`src/rtl/rd_addr_arbiter.sv`:
```
// Read-address arbiter: grants one of four masters the shared AR/R path and holds the grant until its bursts drain.
// Define RD_ARB_RR_EN for round-robin arbitration; the default build uses fixed priority (master 0 highest).
module rd_addr_arbiter #(
  parameter int MAX_OUTS = 4,
  parameter int CNT_W    = 3
) (
  input  logic             sys_clk,
  input  logic             sys_rst,
  input  logic [3:0]       s_arvalid,
  output logic [3:0]       s_arready,
  output logic             m_arvalid,
  input  logic             m_arready,
  input  logic             m_rvalid,
  input  logic             m_rlast,
  input  logic             s_rready,
  output logic [1:0]       ar_sel,
  output logic [3:0]       ar_grant,
  output logic [CNT_W-1:0] outs_cnt,
  output logic             rd_state_refre
);

  typedef enum logic [1:0] {IDLE, GRANT, WAIT_DONE} state_t;

  localparam logic [CNT_W-1:0] MAX_C    = CNT_W'(MAX_OUTS);
  localparam logic [CNT_W-1:0] CNT_ONE  = CNT_W'(1);
  localparam logic [CNT_W-1:0] CNT_ZERO = '0;

  state_t           state_reg, state_next;
  logic [1:0]       sel_reg, sel_next, win_idx;
  logic [3:0]       grant_reg, grant_next;
  logic [CNT_W-1:0] cnt_reg, cnt_next;
  logic             any_req, req_sel, below_max, ar_hs, r_done, cnt_inc, cnt_dec;

  assign any_req   = |s_arvalid;
  assign req_sel   = s_arvalid[sel_reg];
  assign below_max = (cnt_reg < MAX_C);
  assign m_arvalid = (state_reg == GRANT) && req_sel && below_max;
  assign ar_hs     = m_arvalid && m_arready;
  assign r_done    = m_rvalid && s_rready && m_rlast;
  assign cnt_inc   = ar_hs;
  assign cnt_dec   = r_done && (cnt_reg != CNT_ZERO);

  always_comb begin
    s_arready = 4'b0000;
    if (state_reg == GRANT)
      s_arready[sel_reg] = m_arready && below_max;
  end

  always_comb begin
    cnt_next = cnt_reg;
    if (cnt_inc && !cnt_dec)
      cnt_next = cnt_reg + CNT_ONE;
    else if (cnt_dec && !cnt_inc)
      cnt_next = cnt_reg - CNT_ONE;
  end

`ifdef RD_ARB_RR_EN
  // ptr_reg is the first index searched: one past the last winner.
  logic [1:0] ptr_reg;
  logic [1:0] rr_cand;

  always_comb begin
    win_idx = ptr_reg;
    rr_cand = ptr_reg;
    for (int k = 3; k >= 0; k--) begin
      rr_cand = ptr_reg + 2'(k);
      if (s_arvalid[rr_cand])
        win_idx = rr_cand;
    end
  end

  always_ff @(posedge sys_clk or posedge sys_rst) begin
    if (sys_rst)
      ptr_reg <= 2'd0;
    else if (state_reg == IDLE && any_req)
      ptr_reg <= win_idx + 2'd1;
  end
`else
  always_comb begin
    win_idx = 2'd0;
    for (int k = 3; k >= 0; k--) begin
      if (s_arvalid[k])
        win_idx = 2'(k);
    end
  end
`endif

  always_ff @(posedge sys_clk or posedge sys_rst) begin
    if (sys_rst) begin
      state_reg <= IDLE;
      sel_reg   <= 2'd0;
      grant_reg <= 4'b0000;
      cnt_reg   <= CNT_ZERO;
    end else begin
      state_reg <= state_next;
      sel_reg   <= sel_next;
      grant_reg <= grant_next;
      cnt_reg   <= cnt_next;
    end
  end

  // Exit decisions look at cnt_next so a completion landing in the same cycle cannot strand the FSM.
  always_comb begin
    state_next     = state_reg;
    sel_next       = sel_reg;
    grant_next     = grant_reg;
    rd_state_refre = 1'b0;
    case (state_reg)
      IDLE: begin
        grant_next = 4'b0000;
        if (any_req) begin
          sel_next   = win_idx;
          grant_next = 4'b0001 << win_idx;
          state_next = GRANT;
        end
      end
      GRANT: begin
        if (cnt_next == MAX_C) begin
          state_next = WAIT_DONE;
        end else if (!req_sel) begin
          if (cnt_next == CNT_ZERO) begin
            state_next     = IDLE;
            grant_next     = 4'b0000;
            rd_state_refre = 1'b1;
          end else begin
            state_next = WAIT_DONE;
          end
        end
      end
      WAIT_DONE: begin
        if (cnt_next == CNT_ZERO) begin
          state_next     = IDLE;
          grant_next     = 4'b0000;
          rd_state_refre = 1'b1;
        end else if (req_sel && below_max) begin
          state_next = GRANT;
        end
      end
      default: begin
        state_next = IDLE;
        grant_next = 4'b0000;
      end
    endcase
  end

  assign ar_sel   = sel_reg;
  assign ar_grant = grant_reg;
  assign outs_cnt = cnt_reg;

endmodule

```
`config.mk`:
```
export PLATFORM = sky130hd
export DESIGN_NAME = rd_addr_arbiter
export DESIGN_NICKNAME = d
export VERILOG_FILES = /design/src/rtl/rd_addr_arbiter.sv
export SDC_FILE = /design/constraint.sdc
export NUM_CORES = 1
export LEC_CHECK = 0
export ABC_AREA = 1
export CAP_MARGIN = 20
export CORE_UTILIZATION = 40
export DETAILED_ROUTE_END_ITERATION = 8
export GPL_TIMING_DRIVEN = 0
export PLACE_DENSITY = 0.68
export SYNTH_ARGS = -nofsm -noshare
export SYNTH_HDL_FRONTEND = slang
export SYNTH_SLANG_ARGS = --single-unit
```
`constraint.sdc`:
```
create_clock -name sys_clk -period 3.38 [get_ports sys_clk]
set_input_delay 0.507 -clock sys_clk [delete_from_list [all_inputs] [get_ports sys_clk]]
set_output_delay 0.507 -clock sys_clk [all_outputs]
set_load 0.01 [all_outputs]
```
### Word level (Yosys, flattened, before mapping)

Cells that the tools add are included.

| operators by class | value |
|---|---|
| mux-type cells | 27 |
| equality and inequality tests | 8 |
| bitwise gates (word level) | 1 |
| shift-type cells | 1 |
| reductions and logical operators | 20 |
| add/subtract/negate cells | 2 |
| order comparisons | 3 |

Operators with widths:

| kind | number |
|---|---|
| 2-to-1 mux 2 bit | 10 |
| 2-to-1 mux 4 bit | 5 |
| one-hot mux 4 bit (3 select lines) | 1 |
| logical AND 1 bit | 11 |
| 2-to-1 mux 3 bit | 2 |
| inequality test 2 bit (second input constant) | 3 |
| one-hot mux 2 bit (3 select lines) | 1 |
| 2-to-1 mux 1 bit | 5 |
| bitwise AND 4 bit | 1 |
| AND reduction 2 bit | 2 |
| OR reduction 4 bit | 1 |
| << shifter 1 x 2 -> 4 bit (first input constant) | 1 |
| adder 3 x 1 -> 3 bit (second input constant) | 1 |
| equality test 3 bit (second input constant) | 1 |
| logical NOT 3 bit | 1 |
| less-than comparator 2 x 3 -> 1 bit (second input constant) | 1 |
| less-than comparator 3 bit (second input constant) | 1 |
| inequality test 3 x 2 -> 1 bit (second input constant) | 1 |
| inequality test 3 bit (second input constant) | 1 |
| AND reduction 3 bit | 1 |
| nonzero test 3 bit | 1 |
| subtractor 3 x 1 -> 3 bit (second input constant) | 1 |
| binary-select mux 1 bit (select 2 bit) | 1 |
| demux 1 bit (select 2 bit) | 1 |
| other kinds (6) | 7 |

| storage, ports and cells | value |
|---|---|
| bits in registers | 11 |
| output and inout bits | 15 |

### Longest topological paths before layout

Gate-level depths: netlist of the first run.

| logic depth | value |
|---|---|
| depth in word-level cells | 14 |
| gate-level depth with buffers | 17 |

### Least setup slack after synthesis of the first run

No wires, ideal clock.

| timing path | value |
|---|---|
| path kind | register -> output |
| start point | reg cnt_reg[0], in the netlist outs_cnt[0] |
| end point | out rd_state_refre |
| path slack | 1350 ps |
| cell stages (with the launch flop) | 12 |
| required time | 2873 ps |
| arrival time | 1523 ps |
| cells stage by stage | dfrtp_1 > inv_1 > ha_1 > nand2_2 > nand4_4 > clkinv_2 > nand3_1 > nand3_1 > nand2_2 > inv_2 > nand3_4 > nor2_1 |

| on the way | value |
|---|---|
| longest elaborated chain between the ends | 12 |
| elaborated cells on any way between the ends | 19 |

RTL lines:

| element | line | text |
|---|---|---|
| start, declared | 31 | `logic [CNT_W-1:0] cnt_reg, cnt_next;` |
| start signal, assigned | 98 | `cnt_reg <= cnt_next;` |
| less-than comparator 3 bit | 36 | `assign below_max = (cnt_reg < MAX_C);` |
| logical AND 1 bit | 37 | `assign m_arvalid = (state_reg == GRANT) && req_sel && below_max;` |
| logical AND 1 bit | 38 | `assign ar_hs = m_arvalid && m_arready;` |
| logical NOT 1 bit | 53 | `else if (cnt_dec && !cnt_inc)` |
| logical AND 1 bit | 53 |  |
| 2-to-1 mux 3 bit | 53 |  |
| 2-to-1 mux 3 bit (*) | 51 | `if (cnt_inc && !cnt_dec)` |
| named net cnt_next[2] | 31 |  |
| logical NOT 3 bit | 121, 131 |  |
| 2-to-1 mux 1 bit | 121, 131 |  |
| 2-to-1 mux 1 bit | 120 | `end else if (!req_sel) begin` |
| 2-to-1 mux 1 bit | 118 | `if (cnt_next == MAX_C) begin` |
| one-hot mux 1 bit (2 select lines) (*) | 108 | `case (state_reg)` |
| end, declared | 19 | `output logic rd_state_refre` |

The timed path passes the listed nets; every way through them passes the cells marked *.

### Final worst setup path of the first run

| timing path | value |
|---|---|
| start point | in s_arvalid[1] |
| end point | out rd_state_refre |

| on the way | value |
|---|---|
| longest elaborated chain between the ends | 14 |
| elaborated cells on any way between the ends | 16 |

RTL lines:

| element | line | text |
|---|---|---|
| start, declared | 9 | `input logic [3:0] s_arvalid,` |
| binary-select mux 1 bit (select 2 bit) (*) | 35 | `assign req_sel = s_arvalid[sel_reg];` |
| 2-to-1 mux 1 bit (implied by the code) (*) | 35 |  |
| logical AND 1 bit (2 in series) | 37 |  |
| logical AND 1 bit | 38 |  |
| logical NOT 1 bit | 53 |  |
| logical AND 1 bit | 53 |  |
| 2-to-1 mux 3 bit | 53 |  |
| 2-to-1 mux 3 bit | 51 |  |
| logical NOT 3 bit | 121, 131 |  |
| 2-to-1 mux 1 bit | 121, 131 |  |
| 2-to-1 mux 1 bit | 120 |  |
| 2-to-1 mux 1 bit | 118 |  |
| one-hot mux 1 bit (2 select lines) (*) | 108 |  |

Every way passes the cells marked *; elsewhere a longest branch is shown, timed or not. The select of a mux whose other input is x is not followed.

==> impl_metrics.env, run 1 <==
export IMPL_top_usage_layer="met2"
export IMPL_grtUsageMet3_pct=1.79
export IMPL_min_period_over_period_pct=89.4
export IMPL_rsz0062_at_grt="false"
export IMPL_start_kind="input port"
export IMPL_use_met1_pct=23.7
export IMPL_largest_reg_flops=4
export IMPL_routedWlPerCell_um=10.5
export IMPL_seq_area_sq_um=275
export IMPL_grt_max_degree=12
export IMPL_grt_pass1_wl_um=3440
export IMPL_crit_path_max_fanout=5
export IMPL_route_vias_total=856
export IMPL_root_buffer="clkbuf_4"
export IMPL_dp_hpwl_um=1600
export IMPL_setup_violations_final=0
export IMPL_synth_top_cell_area_share_pct=28.8
export IMPL_grt_pass1_vias=822
export IMPL_power_density_mw_per_mm2=797
export IMPL_max_slew_margin_pct=71.8
export IMPL_pin_count=25
export IMPL_power_static_leakage_uw=0.000602
export IMPL_nets=175
export IMPL_grt_met2_usage_pct=29.3
export IMPL_drive_gt1_share_pct=17.8
export IMPL_overflow=0
export IMPL_whs_ps=492
export IMPL_critPathKind="in2out"
export IMPL_fp_dieH_um=50.9
export IMPL_crit_required_ps=2870
export IMPL_ant_nets=0
export IMPL_dr_pass1_iters=4
export IMPL_drc=0
export IMPL_ys_types=24
export IMPL_clkLatencyLatePin_ps=260
export IMPL_max_freq_mhz=331
export IMPL_wl_um=1940
export IMPL_nFillCells=230
export IMPL_cts_sinks=11
export IMPL_syn_num_nets=146
export IMPL_h_tree_depth=1
export IMPL_antenna_cells=0
export IMPL_cts_max_path_buffers=2
export IMPL_finClkSkew_ps=1.75
export IMPL_rows=17
export IMPL_maxCapViolCount=0
export IMPL_fp_dieW_um=50.9
export IMPL_ys_seq_area_share_pct=28.8
export IMPL_die_area_sq_mm=0.00259
export IMPL_holdBufCountCts=0
export IMPL_syn_area_per_cell_sq_um=7.40
export IMPL_post_cts_setup_buffers=0
export IMPL_min_path_type="reg2reg"
export IMPL_ys_seq_elements=11
export IMPL_crit_path_end_kind="primary output"
export IMPL_core_area_sq_mm=0.00223
export IMPL_place_congestion=0.825
export IMPL_cts_resized=0
export IMPL_min_period_ps=3020
export IMPL_cts_tree="yes"
export IMPL_slew_violations=0
export IMPL_drt_iter0_markers=12
export IMPL_synth_area_leaders="dfrtp_1, nand2_1, ha_1, inv_1, nand2_2"
export IMPL_antenna_found_initial=0
export IMPL_cts_buffers=3
export IMPL_multiInputGateArea_sq_um=583
export IMPL_netlist_area_sq_um=955
export IMPL_yosys_area_top_type="dfrtp_1"
export IMPL_grt_usage_pct=17.8
export IMPL_viasPerCell=4.63
export IMPL_crit_arrival_ps=2510
export IMPL_synthesis_instances=129
export IMPL_synth_warnings=0
export IMPL_clkSlewWorstSetupHoldPaths_ps=70
export IMPL_setup_tns_ps=0
export IMPL_tightestPinTransition_ps=423
export IMPL_port_buffers=24
export IMPL_peakVddDrop_mv=0.476
export IMPL_hold_viol=0
export IMPL_start_util_pct=42.7
export IMPL_outcome="complete, no violations"
export IMPL_syn_to_final_growth_pct=31.6
## logic make-up (layout without fill, tap and decap cells)
| kind of cell | count (synthesis) | in the layout | synth area share (%) |
|---|---|---|---|
| DFF | 11 | 11 | 28.8 |
| xor gates and xnor gates | 1 | 1 | 0.918 |
| and+or+nand+nor | 74 | 74 | 44.0 |
| buffers and inverters | 24 | 52 | 10.1 |
| AOI/OAI and AO/OA | 12 | 12 | 6.95 |
| adders and majority gates | 7 | 7 | 9.17 |
## cell usage after synthesis
| cell | instances |
|---|---|
| a21oi_1 | 5 |
| a21oi_2 | 1 |
| clkinv_2 | 1 |
| clkinv_4 | 1 |
| dfrtp_1 | 11 |
| ha_1 | 7 |
| inv_1 | 19 |
| inv_2 | 3 |
| nand2_1 | 30 |
| nand2_2 | 9 |
| nand2_4 | 4 |
| nand3_1 | 6 |
| nand3_2 | 2 |
| nand3_4 | 2 |
| nand3b_1 | 2 |
| nand4_1 | 2 |
| nand4_4 | 1 |
| nor2_1 | 11 |
| nor2_4 | 1 |
| nor3_1 | 4 |
| o21ai_0 | 1 |
| o21ai_1 | 4 |
| o31ai_1 | 1 |
| xor2_1 | 1 |
## area by class of cell
type / count / area share [%]
Clock buffer: 4 / 2.09
Timing Repair Buffer: 24 / 19.1
Tap cell: 28 / 2.79
Inverter: 24 / 7.67
Sequential cell: 11 / 21.9
Multi-Input combinational cell: 94 / 46.4
## path summary, 6_finish.rpt
check	start	cells past startpoint	end	slack, ps
min reg2reg	ar_grant[3]	2	ar_grant[3]	490
max	s_arvalid[1]	12	rd_state_refre	360
min in group asynchronous	sys_rst	2	ar_sel[0]	530
min	ar_grant[3]	2	ar_grant[3]	490
max reg2reg	state_reg[1]	15	state_reg[0]	1480
max in group asynchronous	sys_rst	2	ar_grant[2]	2560
## layer usage
layer | wire length (um) | share of wire [%] | up-vias
met5 | 0 | 0 | -
li1 | - | - | 460
met1 | 963 | 50 | 380
met3 | 45 | 2.3 | 2
met2 | 915 | 47 | 14
met4 | 18 | 0.93 | 0
## where the power goes
part	total, uW	switching, uW	internal, uW
clock	88.4	42.8	45.6
combinational	664	392	272
sequential	248	62.6	185
## through the flow
step / instance area, sq um / setup WS (ps) / util [%] / cells / total power, uW
final: 1260 / 358 / 56.2 / 185 / 1000
after global routing: 1260 / 200 / 56.2 / 185 / 1100
after CTS: 1260 / 358 / 56.2 / 185 / 1010
after detailed placement: 1230 / 376 / 55.1 / 181 / 916
after floorplan: 955 / 1350 / - / 129 / 716
after global placement: 1230 / 388 / 55.1 / 181 / 900
## worst max-delay path, cell delays in order
cell and delay (ps):
clkdlybuf4s50_1 560, nand2_1 80, nand2_1 100, nand2_2 60
nand2_4 100, nand2_4 60, nand2_4 70, nand3_1 110
nand2_4 130, nand3_4 100, nor2_1 100, clkdlybuf4s50_1 540
## cell usage in the layout (no fill, tap or decap)
master,netlist,layout
o21ai_1,4,4
a21oi_1,5,5
clkinv_2,1,1
clkbuf_4,0,3
nor3_1,4,4
clkbuf_1,0,1
inv_1,19,19
nand3_1,6,6
xor2_1,1,1
nor2_4,1,1
clkdlybuf4s50_1,0,24
ha_1,7,7
nand3b_1,2,2
inv_2,3,3
o21ai_0,1,1
dfrtp_1,11,11
nand2_2,9,9
o31ai_1,1,1
nand4_4,1,1
clkinv_4,1,1
nor2_1,11,11
a21oi_2,1,1
nand3_4,2,2
nand2_4,4,4
nand2_1,30,30
nand3_2,2,2
nand4_1,2,2
(Power assumes the default switching activity.)
==> run 2, diff against run 1 <==
--- a/config.mk
+++ b/config.mk
@@ -11,6 +11,7 @@
 export DETAILED_ROUTE_END_ITERATION = 8
 export GPL_TIMING_DRIVEN = 0
 export PLACE_DENSITY = 0.68
+export SLEW_MARGIN = 0
 export SYNTH_ARGS = -nofsm -noshare
 export SYNTH_HDL_FRONTEND = slang
 export SYNTH_SLANG_ARGS = --single-unit
==> results of run 2 <==
Same layout as run 1: the final DEF is identical, and so are final timing and power.
